**config.mk**
```make
export PLATFORM = sky130hd
export DESIGN_NAME = seq_byte_packer
export DESIGN_NICKNAME = d
export VERILOG_FILES = /design/src/rtl/seq_byte_packer.sv
export SDC_FILE = /design/constraint.sdc
export NUM_CORES = 1
export LEC_CHECK = 0
export BUFFER_PORTS_ARGS = -buffer_cell sky130_fd_sc_hd__buf_2
export CAP_MARGIN = 5
export CORE_MARGIN = 4
export CORE_UTILIZATION = 50
export DETAILED_ROUTE_END_ITERATION = 16
export PLACE_DENSITY = 0.82
export REMOVE_ABC_BUFFERS = 1
export SLEW_MARGIN = 0
export SYNTH_ARGS = -nofsm -noshare
export SYNTH_HDL_FRONTEND = slang
export SYNTH_SLANG_ARGS = --single-unit
export TNS_END_PERCENT = 10
```
**constraint.sdc**
```tcl
create_clock -name clk -period 2.5 [get_ports clk]
set_clock_uncertainty 0.1 [all_clocks]
set_input_delay 0.5 -clock clk [delete_from_list [all_inputs] [get_ports clk]]
set_output_delay 0.5 -clock clk [all_outputs]
set_load 0.03 [all_outputs]
```
**src/rtl/seq_byte_packer.sv**
```systemverilog
// Serial-to-parallel word packer with a one-entry valid/ready holding register,
// plus a programmable bit-pattern detector with a saturating match counter.
module seq_byte_packer #(
  parameter int unsigned        WIDTH         = 8,
  parameter int unsigned        MATCH_W       = 4,
  parameter logic [MATCH_W-1:0] MATCH_PATTERN = 4'b1011,
  parameter int unsigned        CNT_W         = 8
) (
  input  logic             clk,
  input  logic             reset,
  input  logic             clear,
  input  logic             bit_in,
  input  logic             bit_valid,
  output logic [WIDTH-1:0] out_data,
  output logic             out_valid,
  input  logic             out_ready,
  output logic             overflow,
  output logic             match_pulse,
  output logic [CNT_W-1:0] match_count
);

  localparam int unsigned BC_W   = (WIDTH > 1) ? $clog2(WIDTH) : 1;
  localparam int unsigned FILL_W = $clog2(MATCH_W + 1);

  localparam logic [BC_W-1:0]   LAST_BIT = BC_W'(WIDTH - 1);
  localparam logic [FILL_W-1:0] FILL_MAX = FILL_W'(MATCH_W);
  localparam logic [FILL_W-1:0] FILL_ARM = FILL_W'(MATCH_W - 1);

  typedef enum logic {
    S_EMPTY = 1'b0,
    S_FULL  = 1'b1
  } state_t;

  state_t state;
  state_t state_next;

  // The oldest bit of each shifter is never observed, so only W-1 bits are stored.
  logic [WIDTH-2:0]   shift_reg;
  logic [BC_W-1:0]    bit_cnt;
  logic [MATCH_W-2:0] hist;
  logic [FILL_W-1:0]  fill;

  logic               word_done_c;
  logic [WIDTH-1:0]   next_word_c;
  logic [MATCH_W-1:0] hist_next_c;
  logic               match_c;
  logic               load_c;
  logic               drop_c;

  always_comb begin
    next_word_c = {shift_reg, bit_in};
    hist_next_c = {hist, bit_in};
    word_done_c = bit_valid && (bit_cnt == LAST_BIT);
    match_c     = bit_valid && (fill >= FILL_ARM) && (hist_next_c == MATCH_PATTERN);
  end

  // Shift path: word assembly and bit position.
  always_ff @(posedge clk or negedge reset) begin
    if (!reset) begin
      shift_reg <= '0;
      bit_cnt   <= '0;
    end else if (clear) begin
      shift_reg <= '0;
      bit_cnt   <= '0;
    end else if (bit_valid) begin
      shift_reg <= next_word_c[WIDTH-2:0];
      bit_cnt   <= word_done_c ? '0 : bit_cnt + BC_W'(1);
    end
  end

  // Pattern history runs on every accepted bit, independent of word boundaries.
  always_ff @(posedge clk or negedge reset) begin
    if (!reset) begin
      hist <= '0;
      fill <= '0;
    end else if (clear) begin
      hist <= '0;
      fill <= '0;
    end else if (bit_valid) begin
      hist <= hist_next_c[MATCH_W-2:0];
      if (fill != FILL_MAX) begin
        fill <= fill + FILL_W'(1);
      end
    end
  end

  always_ff @(posedge clk or negedge reset) begin
    if (!reset) begin
      match_pulse <= 1'b0;
      match_count <= '0;
    end else if (clear) begin
      match_pulse <= 1'b0;
      match_count <= '0;
    end else begin
      match_pulse <= match_c;
      if (match_c && (match_count != {CNT_W{1'b1}})) begin
        match_count <= match_count + CNT_W'(1);
      end
    end
  end

  always_ff @(posedge clk or negedge reset) begin
    if (!reset) begin
      state <= S_EMPTY;
    end else begin
      state <= state_next;
    end
  end

  always_comb begin
    state_next = state;
    if (clear) begin
      state_next = S_EMPTY;
    end else begin
      case (state)
        S_EMPTY: if (word_done_c) state_next = S_FULL;
        S_FULL:  if (out_ready && !word_done_c) state_next = S_EMPTY;
        default: state_next = S_EMPTY;
      endcase
    end
  end

  // A completed word loads when the slot is free or drains on the same edge.
  always_comb begin
    load_c = 1'b0;
    drop_c = 1'b0;
    if (!clear && word_done_c) begin
      if ((state == S_EMPTY) || out_ready) begin
        load_c = 1'b1;
      end else begin
        drop_c = 1'b1;
      end
    end
  end

  always_ff @(posedge clk or negedge reset) begin
    if (!reset) begin
      out_data <= '0;
    end else if (load_c) begin
      out_data <= next_word_c;
    end
  end

  always_ff @(posedge clk or negedge reset) begin
    if (!reset) begin
      overflow <= 1'b0;
    end else if (clear) begin
      overflow <= 1'b0;
    end else if (drop_c) begin
      overflow <= 1'b1;
    end
  end

  assign out_valid = (state == S_FULL);

endmodule

```
==> out/results.ini, run 1 <==
[final_layout]
area_growth_pct=13.9
drive_gt1_share_pct=28.0
finalNetCount=172
regArea_sq_um=801
fillers=233
utilization_pct=60.2
antenna_cells=0
multiInputGateArea_sq_um=621
finalInstanceArea_sq_mm=0.00168

[logic_synthesis]
synthTopCellsByCount=dfrtp_1, nor2_1, a21oi_1
ys_warn_count=0
yosysTopAreaCellShare_pct=54.4
mappedNetlistArea_sq_mm=0.00147
ys_async_sr_fraction_pct=100
synth_ff_type=dfrtp_1
syn_inst=134
synth-edff-count=0
ys_seq_elements=32
synth_area_per_cell_sq_um=11.0
synth_seq_area_share_pct=54.4
yosysMostFrequentCell=dfrtp_1
synth_cell_type_count=32
synth_area_leaders=dfrtp_1, mux2_2, ha_1, mux2i_1, a21oi_1
yosysTopAreaCell=dfrtp_1

[clock_network]
cts_tree=yes
post-cts-setup-buffers=0
post_cts_resized=0
cts_max_level=2
clock_path_buffers=2
cts_made_buffers=5
ctsHoldBuffers=0
clkSinkCount=32
clkTransAtPathRegs_ns=0.10
cts_root_buf=clkbuf_4
clkLatencyLatePin_ns=0.33

[timing]
setup_viol=0
hold_violations=0
setup_tns_ns=0
maxSlewHeadroom_pct=53.3
fin_crit_sh_pct=87.5
fmax_mhz=457
tightestPinTransition_ns=0.700
rsz0062_at_grt=no
report.final.slew_viol_count=0
holdWs_ns=0.104
min_period_ns=2.19

[critical_path]
cp-start-kind=flop
cp_data_required_time_ns=2.66
crit_chain=ha_1, ha_1, a211oi_1, or3_1, or4_1, a21oi_1
critical_path_class=reg -> reg
worstReg2RegEnd=match_count[5]
cp_slowest_stage_delay_ns=0.57
worst_path_max_delay_cell=or4_1
path_max_fanout=17
reg2reg_depth=6
rr_startpoint=fill[0]
critical_path_buf_inv_count=0
crit_top_cell=ha_1
cp.arrival_ns=2.35
ff2ff_setup_slack_ns=0.31
crit_family=simple AND/OR/NAND/NOR gates
end_kind=flop

[pwr]
ir_drop_mv=0.464
p_leak_nw=0.842
p_per_area_mw_per_mm2=534

[floorplan]
start_util_pct=52.9
core.rowCount=19
die_height_um=62.2
core-area_sq_mm=0.00278
die_area_sq_mm=0.00387
die_w_um=62.2
io_pins=25

[global_route]
grt_antenna_before_repair=0
grt_pass1_wl_um=5050
grt_usage_pct=15.9
grtUsageMet1_pct=18.1
grt_max_degree=33
grtUsageMet3_pct=3.78
grt_overflow=0
grt_pass1_vias=1181
use_met2_pct=27.5
grt_busiest_layer=met2

[min_path]
min_path_type=in -> async

[drt]
drt_iter0_markers=65
avgRoutedWirePerCell_um=14.7
finalWirelength_um=2820
antenna_left=0
first_pass_iters=3
via_count=1091
drc=0
post_drt_via_cell_ratio=5.68

[placed_design]
gp_congestion=0.765
hpwl_um=2030
placed_area_sq_mm=0.00161
port_buffers=24

[outcome]
status=complete, no violations

[flow_run]
max-cap-violations=0

==> cells by family (layout without fill, tap and decap cells) <==
| family | after synthesis | count (layout) | share of synthesized area [%] |
|---|---|---|---|
| AND/OR/NAND/NOR | 41 | 41 | 14.8 |
| flip-flops | 32 | 32 | 54.4 |
| AO/OA/AOI/OAI | 27 | 27 | 10.8 |
| multiplexers | 15 | 15 | 10.9 |
| buffers and inverters | 12 | 39 | 3.40 |
| adder cells (fa/ha/maj) | 6 | 6 | 5.10 |
| XOR/XNOR | 1 | 1 | 0.595 |
==> layout make-up <==
type                       count  share of cell area (%)
sequential                    32                    47.8
timing repair buffer          26                    8.07
tap                           31                    2.32
inverter                       5                    1.12
multi-input combinational     90                    37.0
clock inverter                 2                   0.597
clock buffer                   6                    3.06
==> where the power goes <==
| group | switching, mW | total, mW | internal [mW] | leakage [nW] |
|---|---|---|---|---|
| combinational | 0.0359 | 0.0551 | 0.0192 | 0.360 |
| clock | 0.172 | 0.306 | 0.134 | 0.0380 |
| sequential | 0.00785 | 0.533 | 0.526 | 0.443 |
| total | 0.216 | 0.894 | 0.678 | 0.842 |
==> stage by stage <==
step / std cells / power, mW / setup slack, ns
finish: 192 / 0.894 / 0.312
global placement: 184 / 0.595 / 0.379
global route: 192 / 0.929 / 0.176
floorplan: 127 / 0.566 / 0.506
detailed placement: 184 / 0.600 / 0.316
CTS: 192 / 0.902 / 0.309
==> worst max path at each step <==
stage | start | endpoint | slack (ns) | cells past startpoint
floorplan | fill[0] | match_count[5] | 0.51 | 6
global placement | bit_in | match_count[5] | 0.38 | 5
detailed placement | bit_in | match_count[5] | 0.32 | 5
CTS | fill[0] | match_count[5] | 0.31 | 6
global route | fill[0] | match_count[5] | 0.18 | 6
finish | fill[0] | match_count[5] | 0.31 | 6
==> layout by cell type (no fill, tap or decap), drive strengths merged, types with 2 or more instances in the layout <==
cell / netlist / layout
nand4: 3 / 3
ha: 6 / 6
clkbuf: 5 / 6
nand2: 4 / 4
clkinv: 0 / 2
dfrtp: 32 / 32
buf: 2 / 26
mux2: 8 / 8
nor3: 3 / 3
a21oi: 13 / 13
mux2i: 7 / 7
inv: 5 / 5
nand3: 2 / 2
o21ai: 5 / 5
or3: 5 / 5
or4: 2 / 2
nor2: 15 / 15
o31ai: 3 / 3
nand3b: 2 / 2
==> routing by layer <==
layer,vias to the layer above,wire (um)
li1,527,-
met4,0,36
met5,-,0
met1,533,1210
met2,26,1420
met3,5,151
(Power assumes the default switching activity.)
==> run 2, diff against run 1 <==
Settings changed: BUFFER_PORTS_ARGS -buffer_cell sky130_fd_sc_hd__buf_2 to default, DONT_BUFFER_PORTS from default to 1, PLACE_DENSITY 0.82 to 0.75.
==> out/results.ini, run 2 (synthesis gave the netlist of run 1 again) <==
[outcome]
status=complete, no violations  ; unchanged

[final_layout]
area_growth_pct=7.06  ; was 13.9%
regArea_sq_um=801  ; unchanged
mostFrequentLayoutCells=dfrtp_1, nor2_1, a21oi_1  ; was dfrtp_1, buf_2, nor2_1
final_common_cell=dfrtp_1  ; unchanged
fillers=246  ; was 233
multiInputGateArea_sq_um=621  ; unchanged
finalNetCount=149  ; was 172
antenna_cells=0  ; unchanged
drive_gt1_share_pct=13.8  ; was 28.0%

[clock_network]
clock_path_buffers=2  ; unchanged
clkTransAtPathRegs_ns=0.10  ; about the same
clkLatencyLatePin_ns=0.33  ; about the same
post-cts-setup-buffers=0  ; unchanged
cts_root_buf=clkbuf_4  ; unchanged
cts_tree=yes  ; unchanged
cts_made_buffers=5  ; unchanged
cts_max_level=2  ; unchanged
post_cts_resized=0  ; unchanged
clkSinkCount=32  ; unchanged

[floorplan]
die_area_sq_mm=0.00387  ; unchanged
core-area_sq_mm=0.00278  ; unchanged
die_height_um=62.2  ; unchanged
io_pins=25  ; unchanged
start_util_pct=52.9  ; unchanged
core.rowCount=19  ; unchanged
die_w_um=62.2  ; unchanged

[drt]
drt_iter0_markers=44  ; was 65
post_drt_via_cell_ratio=5.99  ; was 5.68
finalWirelength_um=2590  ; was 2820 um
first_pass_iters=4  ; was 3
via_count=1013  ; was 1091
antenna_left=0  ; unchanged
drc=0  ; unchanged
avgRoutedWirePerCell_um=15.3  ; was 14.7 um

[global_route]
grt_max_degree=33  ; unchanged
grt_antenna_before_repair=0  ; unchanged
grt_overflow=0  ; unchanged
grt_usage_pct=14.1  ; was 15.9%
grt_pass1_wl_um=4360  ; was 5050 um
grt_pass1_vias=924  ; was 1181

[timing]
report.final.slew_viol_count=0  ; unchanged
setup_tns_ns=0  ; unchanged
setup_viol=0  ; unchanged
fmax_mhz=453  ; was 457 MHz
tightestPinTransition_ns=0.467  ; was 0.700 ns
holdWs_ns=0.119  ; was 0.104 ns
maxSlewHeadroom_pct=68.9  ; was 53.3%
rsz0062_at_grt=no  ; unchanged
hold_violations=0  ; unchanged
fin_crit_sh_pct=88.3  ; was 87.5%
min_period_ns=2.21  ; was 2.19 ns

[critical_path]
cp-start-kind=flop  ; unchanged
end_kind=flop  ; unchanged
cp.arrival_ns=2.37  ; was 2.35 ns
cp_data_required_time_ns=2.66  ; about the same
path_max_fanout=17  ; unchanged
critical_path_class=reg -> reg  ; unchanged

[placed_design]
hpwl_um=1720  ; was 2030 um
port_buffers=0  ; was 24
gp_congestion=0.693  ; was 0.765

[pwr]
ir_drop_mv=0.461  ; was 0.464 mV
p_per_area_mw_per_mm2=559  ; was 534 mW/mm^2
p_leak_nw=0.719  ; was 0.842 nW

[flow_run]
max-cap-violations=0  ; unchanged

[min_path]
min_path_type=in -> reg  ; was in -> async

[run 2: changes by cell type in the layout (fill, tap and decap cells not counted)]
cell	before	now
clkinv_2	2	0
clkbuf_1	0	2
buf_2	24	0
buf_4	2	1
buf_12	0	1
dlygate4sd3_1	0	1
[run 2: metrics by stage]
step | power, mW | utilization, % | setup slack, ns | area, sq um | instances
after floorplan | 0.566 | - | 0.506 | 1440 | 127
after global placement | 0.569 | 53.4 | 0.440 | 1490 | 159
after detailed placement | 0.573 | 53.4 | 0.343 | 1490 | 159
after CTS | 0.892 | 56.6 | 0.308 | 1580 | 169
after global routing | 0.930 | 56.6 | 0.198 | 1580 | 169
final | 0.880 | 56.6 | 0.293 | 1580 | 169
[run 2: path summary, 6_finish.rpt]
kind / depth (start not counted) / slack (ns) / start / end
min in group asynchronous: 2 / 0.50 / reset / match_count[7]
setup / recovery: 6 / 0.29 / fill[0] / match_count[7]
hold reg to reg: 1 / 0.42 / shift_reg[6] / out_data[7]
max in group asynchronous: 2 / 1.63 / reset / out_data[5]
hold / removal: 1 / 0.12 / clear / match_count[2]
setup reg to reg: 6 / 0.29 / fill[0] / match_count[7]
[run 2: area by class of cell]
type,count,area share [%]
Inverter,5,1.19
Clock buffer,8,3.73
Multi-Input combinational cell,90,39.4
Timing Repair Buffer,3,2.38
Tap cell,31,2.46
Sequential cell,32,50.8
[run 2: report_power, final]
part	switching, mW	internal [mW]	total, mW
combinational	0.0237	0.0199	0.0435
sequential	0.00823	0.525	0.534
clock	0.164	0.139	0.303
[run 2: routing by layer]
layer	wire, um	track usage [%]	vias to the layer above	share of wire (%)
li1	-	-	483	-
met1	1160	16.4	505	45
met2	1260	22.0	17	48
met3	107	4.86	8	4.1
met4	61	8.67	0	2.4
met5	0	0	-	0
[run 2: worst max-delay path: stages, from the launching register on]
cell and delay (ns):
dfrtp_1 0.42, ha_1 0.18, ha_1 0.14, a211oi_1 0.04, or3_1 0.53, or4_1 0.58
a21oi_1 0.15
[run 2: repair_timing]
action,in CTS,in global routing
hold endpoints to repair,32,0
endpoints found under the setup margin,0,0
hold buffers,2,0
==> run 3, diff against run 2 <==
Settings changed: PLACE_DENSITY 0.75 to 0.72.
==> out/results.ini, run 3 (synthesis gave the netlist of run 1 again) <==
[placed_design]
gp_congestion=0.695  ; was 0.693
hpwl_um=1790  ; was 1720 um
place_ws_ns=0.316  ; was 0.343 ns
port_buffers=0  ; unchanged

[timing]
report.final.slew_viol_count=0  ; unchanged
tightestPinTransition_ns=0.475  ; was 0.467 ns
setup_tns_ns=0  ; unchanged
maxSlewHeadroom_pct=68.3  ; was 68.9%
rsz0062_at_grt=no  ; unchanged
min_period_ns=2.19  ; was 2.21 ns
holdWs_ns=0.126  ; was 0.119 ns
fmax_mhz=456  ; was 453 MHz
hold_violations=0  ; unchanged
setup_viol=0  ; unchanged
fin_crit_sh_pct=87.8  ; was 88.3%
setup_ws_ns=0.306  ; was 0.293 ns

[global_route]
grt_usage_pct=14.9  ; was 14.1%
grt_pass1_wl_um=4730  ; was 4360 um
grt_overflow=0  ; unchanged
grt_pass1_vias=1025  ; was 924
grt_antenna_before_repair=0  ; unchanged
grt_max_degree=33  ; unchanged

[floorplan]
die_area_sq_mm=0.00387  ; unchanged
core.rowCount=19  ; unchanged
die_height_um=62.2  ; unchanged
start_util_pct=52.9  ; unchanged
core-area_sq_mm=0.00278  ; unchanged
die_w_um=62.2  ; unchanged
io_pins=25  ; unchanged

[min_path]
min_path_cells=1  ; unchanged
min_path_type=in -> reg  ; unchanged
hold_start=clear  ; unchanged
whs_endpoint=match_count[4]  ; was match_count[2]

[pwr]
p_total_uw=875  ; was 880 uW
switching_share_pct=22.4  ; was 22.3%
p_leak_nw=0.724  ; was 0.719 nW
p_per_area_mw_per_mm2=554  ; was 559 mW/mm^2
p_int_uw=678  ; was 684 uW
clockPowerShare_pct=34.2  ; was 34.4%
combinationalPowerShare_pct=4.8  ; was 4.9%
p_seq_share_pct=61.0  ; was 60.6%
power.switching_uw=196  ; about the same
ir_drop_mv=0.475  ; was 0.461 mV

[clock_network]
post_cts_resized=0  ; unchanged
cts_max_level=2  ; unchanged
cts_tree=yes  ; unchanged
clkLatencyLatePin_ns=0.32  ; was 0.33 ns
post-cts-setup-buffers=0  ; unchanged
cts_root_buf=clkbuf_4  ; unchanged
clkTransAtPathRegs_ns=0.09  ; was 0.10 ns
clock_path_buffers=2  ; unchanged
clkSinkCount=32  ; unchanged
ctsHoldBuffers=2  ; unchanged
cts_made_buffers=5  ; unchanged

[critical_path]
cp_data_required_time_ns=2.66  ; about the same
cp.arrival_ns=2.35  ; was 2.37 ns
cp-start-kind=flop  ; unchanged
critical_path_class=reg -> reg  ; unchanged
worst_path_max_delay_cell=or4_1  ; unchanged
crit_top_cell=ha_1  ; unchanged
cp_slowest_stage_delay_ns=0.58  ; about the same
path_max_fanout=17  ; unchanged
ff2ff_setup_slack_ns=0.31  ; was 0.29 ns
worstReg2RegEnd=match_count[7]  ; unchanged
rr_startpoint=fill[0]  ; unchanged
end_kind=flop  ; unchanged
crit_chain=ha_1, ha_1, a211oi_1, or3_1, or4_1, a21oi_1  ; unchanged
reg2reg_depth=6  ; unchanged

[final_layout]
area_growth_pct=7.23  ; was 7.06%
antenna_cells=0  ; unchanged
finalNetCount=149  ; unchanged
final_common_cell=dfrtp_1  ; unchanged
utilization_pct=56.7  ; was 56.6%
drive_gt1_share_pct=15.2  ; was 13.8%
mostFrequentLayoutCells=dfrtp_1, nor2_1, a21oi_1  ; unchanged

[drt]
first_pass_iters=4  ; unchanged
drt_iter0_markers=41  ; was 44
antenna_left=0  ; unchanged
post_drt_via_cell_ratio=5.87  ; was 5.99
drc=0  ; unchanged
avgRoutedWirePerCell_um=15.2  ; was 15.3 um
finalWirelength_um=2570  ; was 2590 um
via_count=992  ; was 1013

[flow_run]
max-cap-violations=0  ; unchanged

[outcome]
status=complete, no violations  ; unchanged

## run 3: worst max path at each step
stage                                end     from  slack, ns  cells past startpoint
after global placement    match_count[5]  fill[0]       0.44                      6
after floorplan           match_count[5]  fill[0]       0.51                      6
after detailed placement  match_count[5]  fill[0]       0.32                      6
after global routing      match_count[5]  fill[0]       0.16                      6
final                     match_count[7]  fill[0]       0.31                      6
after CTS                 match_count[7]  fill[0]       0.31                      6
## run 3: area by class of cell
class                      instances  area [sq um]
fill                             232          1200
sequential                        32           801
multi-input combinational         90           621
clock buffer                       6          51.3
tap                               31          38.8
timing repair buffer               3          37.5
inverter                           5          18.8
clock inverter                     2          10.0
## run 3: per-layer routing
metal  vias up  wire length (um)  share of wire, %  global-route usage, %
met5         -                 0                 0                      0
met3         6               132               5.1                   6.49
li1        477                 -                 -                      -
met1       491              1130                44                   18.4
met2        18              1270                50                   23.3
met4         0                37               1.4                   4.88
## run 3: power groups by stage
| stage | clock (mW) | combinational [mW] | sequential [mW] |
|---|---|---|---|
| 2_1_floorplan | 0 | 0.0243 | 0.542 |
| 3_3_place_gp | 0 | 0.0266 | 0.543 |
| 3_5_place_dp | 0 | 0.0287 | 0.544 |
| 4_1_cts | 0.312 | 0.0439 | 0.534 |
| 5_1_grt | 0.347 | 0.0509 | 0.535 |
| 6_report | 0.299 | 0.0421 | 0.533 |
## run 3: stage by stage
| step | area, sq um | std cells |
|---|---|---|
| 2_1_floorplan | 1440 | 127 |
| 3_3_place_gp | 1490 | 159 |
| 3_5_place_dp | 1490 | 159 |
| 4_1_cts | 1580 | 169 |
| 5_1_grt | 1580 | 169 |
| 6_report | 1580 | 169 |
## run 3: worst max-delay path, delay by kind of cell (launching register included)
kind / cells / cell delay, ns
AOI/OAI and AO/OA: 2 / 0.19
DFF: 1 / 0.42
and+or+nand+nor: 2 / 1.11
adders and majority gates: 2 / 0.31
